**config.mk**
```make
export PLATFORM = sky130hd
export DESIGN_NAME = ps2_host_ctrl
export DESIGN_NICKNAME = d
export VERILOG_FILES = /design/src/rtl/ps2_host_ctrl.sv
export SDC_FILE = /design/constraint.sdc
export NUM_CORES = 1
export LEC_CHECK = 0
export CAP_MARGIN = 20
export CORE_AREA = 2 2 96 98
export CTS_CLUSTER_SIZE = 8
export DETAILED_ROUTE_END_ITERATION = 7
export DIE_AREA = 0 0 98 100
export HOLD_SLACK_MARGIN = 0.05
export PLACE_DENSITY_LB_ADDON = 0.1
export REMOVE_ABC_BUFFERS = 1
export SYNTH_ARGS = -nofsm -noshare
export SYNTH_HDL_FRONTEND = slang
export SYNTH_SLANG_ARGS = --single-unit
```
**constraint.sdc**
```tcl
create_clock -name clk -period 9.3 [get_ports clk]
set_clock_uncertainty 0.2 [all_clocks]
set_input_delay 2.325 -clock clk [delete_from_list [all_inputs] [get_ports clk]]
set_output_delay 2.325 -clock clk [all_outputs]
set_load 0.05 [all_outputs]
```
**src/rtl/ps2_host_ctrl.sv**
```systemverilog
// PS/2 keyboard host: conditioned pin receive into a show-ahead scan-code FIFO,
// plus optional host-to-device command transmission compiled in with PS2_TX_EN.
module ps2_host_ctrl #(
  parameter int unsigned CLK_HZ     = 50000000,
  parameter int unsigned FIFO_DEPTH = 4,
  parameter int unsigned TIMEOUT_US = 2000
) (
  input  logic       clk,
  input  logic       reset_n,
  input  logic       ps2_clk_i,
  input  logic       ps2_dat_i,
  output logic       ps2_clk_oe,
  output logic       ps2_dat_oe,
  output logic [7:0] rx_data,
  output logic       rx_valid,
  input  logic       rx_ready,
  output logic       rx_error,
  output logic       rx_overflow,
  input  logic       ovf_clr,
  input  logic [7:0] tx_data,
  input  logic       tx_valid,
  output logic       tx_ready,
  output logic       tx_ack_err
);

  localparam longint unsigned TO_CYC = (64'(TIMEOUT_US) * 64'(CLK_HZ)) / 64'd1000000;
  localparam int unsigned     TW     = $clog2(TO_CYC + 1);
  localparam logic [TW-1:0]   TO_CNT = TW'(TO_CYC);
  localparam int unsigned     AW     = $clog2(FIFO_DEPTH);

  typedef enum logic [2:0] {
    S_IDLE,
    S_RX
`ifdef PS2_TX_EN
    , S_TX_INH, S_TX_START, S_TX_BITS, S_TX_ACK
`endif
  } state_t;

  logic [1:0] clk_sync_q, dat_sync_q;
  logic       clk_filt_q;
  logic [2:0] filt_cnt_q;
  logic       fe, dat_s;

  always_ff @(posedge clk or negedge reset_n) begin
    if (!reset_n) begin
      clk_sync_q <= '1;
      dat_sync_q <= '1;
      clk_filt_q <= 1'b1;
      filt_cnt_q <= '0;
    end else begin
      clk_sync_q <= {clk_sync_q[0], ps2_clk_i};
      dat_sync_q <= {dat_sync_q[0], ps2_dat_i};
      if (clk_sync_q[1] == clk_filt_q) begin
        filt_cnt_q <= '0;
      end else if (filt_cnt_q == 3'd7) begin
        clk_filt_q <= clk_sync_q[1];
        filt_cnt_q <= '0;
      end else begin
        filt_cnt_q <= filt_cnt_q + 3'd1;
      end
    end
  end

  // fe is asserted in the cycle whose edge commits the filtered 1->0 change
  assign fe    = clk_filt_q && !clk_sync_q[1] && (filt_cnt_q == 3'd7);
  assign dat_s = dat_sync_q[1];

  state_t        state_q;
  logic [3:0]    bitcnt_q;
  logic [8:0]    rx_sh_q;
  logic [TW-1:0] timer_q;
  logic          rx_err_q;
  logic          timed, timeout, frame_good;

`ifdef PS2_TX_EN
  localparam int unsigned INH_CYC = CLK_HZ / 10000;
  localparam int unsigned IW      = (INH_CYC > 1) ? $clog2(INH_CYC) : 1;
  logic [8:0]    tx_sh_q;
  logic [IW-1:0] inh_q;
  logic          clk_oe_q, dat_oe_q, ack_err_q;
`endif

  always_comb begin
    timed = (state_q == S_RX)
`ifdef PS2_TX_EN
            || (state_q == S_TX_BITS) || (state_q == S_TX_ACK)
`endif
            ;
    timeout    = (timer_q == TO_CNT);
    frame_good = (state_q == S_RX) && fe && (bitcnt_q == 4'd9) && dat_s && (^rx_sh_q);
  end

  always_ff @(posedge clk or negedge reset_n) begin
    if (!reset_n) begin
      state_q  <= S_IDLE;
      bitcnt_q <= '0;
      rx_sh_q  <= '0;
      timer_q  <= '0;
      rx_err_q <= 1'b0;
`ifdef PS2_TX_EN
      tx_sh_q   <= '0;
      inh_q     <= '0;
      clk_oe_q  <= 1'b0;
      dat_oe_q  <= 1'b0;
      ack_err_q <= 1'b0;
`endif
    end else begin
      rx_err_q <= 1'b0;
`ifdef PS2_TX_EN
      ack_err_q <= 1'b0;
`endif
      timer_q <= (fe || !timed) ? '0 : timer_q + TW'(1);
      case (state_q)
        S_IDLE: begin
          bitcnt_q <= '0;
          if (fe) begin
            if (dat_s) rx_err_q <= 1'b1;
            else       state_q  <= S_RX;
          end
`ifdef PS2_TX_EN
          else if (tx_valid) begin
            tx_sh_q  <= {~^tx_data, tx_data};
            inh_q    <= '0;
            clk_oe_q <= 1'b1;
            state_q  <= S_TX_INH;
          end
`endif
        end
        S_RX: begin
          if (fe) begin
            if (bitcnt_q == 4'd9) begin
              rx_err_q <= !frame_good;
              state_q  <= S_IDLE;
            end else begin
              rx_sh_q  <= {dat_s, rx_sh_q[8:1]};
              bitcnt_q <= bitcnt_q + 4'd1;
            end
          end else if (timeout) begin
            rx_err_q <= 1'b1;
            state_q  <= S_IDLE;
          end
        end
`ifdef PS2_TX_EN
        // start bit is driven on leaving inhibit so clk_oe spans exactly INH_CYC cycles
        S_TX_INH: begin
          if (inh_q == IW'(INH_CYC - 1)) begin
            clk_oe_q <= 1'b0;
            dat_oe_q <= 1'b1;
            state_q  <= S_TX_START;
          end else begin
            inh_q <= inh_q + IW'(1);
          end
        end
        S_TX_START: begin
          bitcnt_q <= '0;
          state_q  <= S_TX_BITS;
        end
        S_TX_BITS: begin
          if (fe) begin
            if (bitcnt_q == 4'd9) begin
              dat_oe_q <= 1'b0;
              state_q  <= S_TX_ACK;
            end else begin
              dat_oe_q <= ~tx_sh_q[0];
              tx_sh_q  <= {1'b0, tx_sh_q[8:1]};
              bitcnt_q <= bitcnt_q + 4'd1;
            end
          end else if (timeout) begin
            dat_oe_q  <= 1'b0;
            clk_oe_q  <= 1'b0;
            ack_err_q <= 1'b1;
            state_q   <= S_IDLE;
          end
        end
        S_TX_ACK: begin
          if (fe) begin
            ack_err_q <= dat_s;
            state_q   <= S_IDLE;
          end else if (timeout) begin
            dat_oe_q  <= 1'b0;
            clk_oe_q  <= 1'b0;
            ack_err_q <= 1'b1;
            state_q   <= S_IDLE;
          end
        end
`endif
        default: state_q <= S_IDLE;
      endcase
    end
  end

  assign rx_error = rx_err_q;

`ifdef PS2_TX_EN
  assign ps2_clk_oe = clk_oe_q;
  assign ps2_dat_oe = dat_oe_q;
  assign tx_ready   = (state_q == S_IDLE);
  assign tx_ack_err = ack_err_q;
`else
  logic unused_tx;
  assign unused_tx  = ^{tx_data, tx_valid};
  assign ps2_clk_oe = 1'b0;
  assign ps2_dat_oe = 1'b0;
  assign tx_ready   = 1'b0;
  assign tx_ack_err = 1'b0;
`endif

  logic [7:0]    mem_q [FIFO_DEPTH];
  logic [AW-1:0] wptr_q, rptr_q;
  logic [AW:0]   cnt_q;
  logic          ovf_q, pop, full, wr;

  always_comb begin
    pop  = (cnt_q != '0) && rx_ready;
    full = (cnt_q == (AW+1)'(FIFO_DEPTH));
    wr   = frame_good && (!full || pop);
  end

  always_ff @(posedge clk or negedge reset_n) begin
    if (!reset_n) begin
      for (int unsigned i = 0; i < FIFO_DEPTH; i++) mem_q[i] <= '0;
      wptr_q <= '0;
      rptr_q <= '0;
      cnt_q  <= '0;
      ovf_q  <= 1'b0;
    end else begin
      if (wr) begin
        mem_q[wptr_q] <= rx_sh_q[7:0];
        wptr_q        <= wptr_q + AW'(1);
      end
      if (pop) rptr_q <= rptr_q + AW'(1);
      if (wr && !pop)      cnt_q <= cnt_q + (AW+1)'(1);
      else if (!wr && pop) cnt_q <= cnt_q - (AW+1)'(1);
      ovf_q <= (frame_good && full && !pop) || (ovf_q && !ovf_clr);
    end
  end

  assign rx_data     = mem_q[rptr_q];
  assign rx_valid    = (cnt_q != '0);
  assign rx_overflow = ovf_q;

endmodule

```
==> results.yml <==
worst_setup_path:
  path_depth: 2
  reg2reg_to: "cnt_q[2]"
  r2r_cells: 13
  startpoint_type: "flip-flop"
  r2r-start: "filt_cnt_q[0]"
  path_max_fanout: 10
  critPathCaptureType: "output port"
  crit_start: "rptr_q[0]"
  cp_top_family: "flip-flops"
  critPathSlowestCell: "dfrtp_1"
  regToRegSetupSlack_ps: 6070
  path_cells: "mux4_2, clkdlybuf4s50_1"
  required_ps: 6780
  cp-endpoint: "rx_data[3]"
  worstPathArrival_ps: 2430
  path_buf_inv: 1
  slowest_delay_ps: 760
  crit_type: "reg -> out"
synthesis:
  netlist_area_sq_um: 3770
  synthCells: 288
  synth_edf_count: 0
  synth_ff_type: "dfrtp_1"
  ys_types: 40
  synth_area_per_cell_sq_um: 13.1
  seq_area_frac_synth_pct: 53.3
  yosys_warnings: 0
  synth_async_sr_flop_share_pct: 100
  synth-seq-cells: 80
placed_design:
  place_area_sq_um: 4020
  portBuffers: 16
  dp_slack_ps: 4220
  post-dp-hpwl_mm: 4.00
  place.gp.congestion: 0.734
floorplan:
  fp.coreArea_sq_um: 8890
  io_pins: 30
  dieHeight_um: 100
  start_util_pct: 42.4
  rows: 35
  dieArea_sq_um: 9800
  die_w_um: 98
sta:
  maxSlewViolCount: 0
  period_share_pct: 53.3
  rsz0062_at_grt: "no"
  worst_slew_pin_slew_ps: 925
  max_slew_margin_pct: 38.1
  max_freq_ghz: 0.202
  min_period_ps: 4950
  timing_hold_violations_final: 0
  timing.setup.tns_ps: 0
  setup_violations: 0
  finalWorstSetupSlack_ps: 4350
power:
  powerDensity_nw_per_um2: 150
  cellLeakagePower_nw: 1.92
  peakVddDrop_mv: 0.0683
  power_uw: 637
route:
  drc: 0
  drt-total-wl_mm: 6.19
  wl_per_cell_um: 14.6
  via_count: 2138
  dr.pass1.iters: 4
  drt_iter0_drc: 27
  drtAntennaViolNets: 0
  via_per_inst: 5.04
cts:
  cts.htree.levels: 3
  cts.clk_slew.worst_paths_ps: 90
  clock_latency_ps: 350
  cts_num_sinks: 80
  cts_hold_buffers: 0
  cts_root_buf: "clkbuf_8"
  cts_setup_buffers: 0
  clock_path_buffers: 2
  numCtsBuffers: 9
  cts_tree: "done"
  cts_resized: 0
global_routing:
  grt_pass1_wl_mm: 10.9
  grt_pass1_vias: 2237
  grtUsageTotal_pct: 14.2
  overflow: 0
  antenna_found_initial: 0
  grt_max_degree: 81
finish:
  diodes: 0
  syn2layout_area_growth_pct: 12.6
  final_core_util_pct: 47.7
  final_area_sq_um: 4240
  drive_gt1_share_pct: 24.6
  layout.nets: 336
flow_run:
  cap_violations: 0
run_status:
  status: "completed"
worst_hold_path:
  hold_class: "reg -> reg"
cells by family after synthesis:
group	Yosys count	share of synthesized area, %
flip-flops	80	53.3
AND/OR/NAND/NOR	75	11.8
multiplexers	52	18.2
XOR/XNOR	25	6.54
buffers and inverters	24	2.85
AO/OA/AOI/OAI	18	2.66
adder cells (fa/ha/maj)	13	4.51
other	1	0.0995
flip-flops by register name, summed over array words and instances, names as in the netlist, 2 cells and up:
register / cells
wptr_q: 2
cnt_q: 3
mem_q: 32
timer_q: 17
bitcnt_q: 4
rptr_q: 2
rx_sh_q: 9
clk_sync_q: 2
dat_sync_q: 2
filt_cnt_q: 3
layout by cell type (no fill, tap or decap), types with 2 or more instances in the layout:
master	count
a21oi_1	4
and2_1	3
and3_1	2
clkbuf_8	10
clkdlybuf4s50_1	15
clkinv_2	2
conb_1	4
dfrtp_1	75
dfstp_2	5
ha_1	12
inv_1	13
mux2_1	2
mux2_2	41
mux4_2	8
nand2_1	14
nand3_1	5
nand3_4	4
nand4_1	6
nand4b_1	3
nor2_1	21
nor2b_1	2
nor3_1	2
o21ai_0	10
o31ai_1	2
or3_1	5
or4bb_1	2
xnor2_1	13
xnor3_1	2
xor2_1	10
cell type report:
type                            instances  area [sq um]
Timing Repair Buffer                   17           185
Tap cell                              111           139
Sequential cell                        80          2010
Fill cell                             811          4650
Clock inverter                          5          56.3
Multi-Input combinational cell        187          1670
Inverter                               13          48.8
Clock buffer                           11           141
Yosys cell counts (4+ instances only):
master | number | share of area, %
nand2_1 | 14 | 1.4
mux4_2 | 8 | 4.8
nor2_1 | 21 | 2.1
mux2_2 | 41 | 12
clkbuf_1 | 4 | 0.40
dfstp_2 | 5 | 3.5
xnor2_1 | 13 | 3.0
nand3_4 | 4 | 1.9
nand3_1 | 5 | 0.66
buf_4 | 4 | 0.80
a21oi_1 | 4 | 0.53
nand4_1 | 6 | 1.0
ha_1 | 12 | 4.0
dfrtp_1 | 75 | 50
xor2_1 | 10 | 2.3
inv_1 | 13 | 1.3
o21ai_0 | 10 | 1.3
or3_1 | 5 | 0.83
report_power, final:
| part | switching (mW) | leakage [nW] | internal [mW] |
|---|---|---|---|
| clock | 0.127 | 0.0993 | 0.131 |
| sequential | 0.00231 | 1.10 | 0.355 |
| combinational | 0.0150 | 0.720 | 0.00781 |
| total | 0.144 | 1.92 | 0.493 |
metal layers:
layer | track usage (%) | routed length [um] | part of all wire [%] | up-vias
met5 | 0 | 0 | 0 | -
met2 | 21.5 | 2810 | 45 | 22
met1 | 19.1 | 3120 | 50 | 1065
met3 | 3.48 | 144 | 2.3 | 10
met4 | 7.48 | 118 | 1.9 | 0
li1 | - | - | - | 1041
through the flow:
stage / hold WS [ps] / instances
after floorplan: 145 / 280
after global routing: 164 / 424
after CTS: 158 / 423
after global placement: 146 / 407
after detailed placement: 147 / 407
final: 157 / 424
worst min path at each step:
stage / from / endpoint / slack [ps] / cells after the start
2_1_floorplan: clk_sync_q[0] / clk_sync_q[1] / 150 / 0
3_3_place_gp: clk_sync_q[0] / clk_sync_q[1] / 150 / 0
3_5_place_dp: dat_sync_q[0] / dat_sync_q[1] / 150 / 0
4_1_cts: clk_sync_q[0] / clk_sync_q[1] / 160 / 0
5_1_grt: dat_sync_q[0] / dat_sync_q[1] / 160 / 0
6_report: clk_sync_q[0] / clk_sync_q[1] / 160 / 0
(Power assumes the default switching activity.)
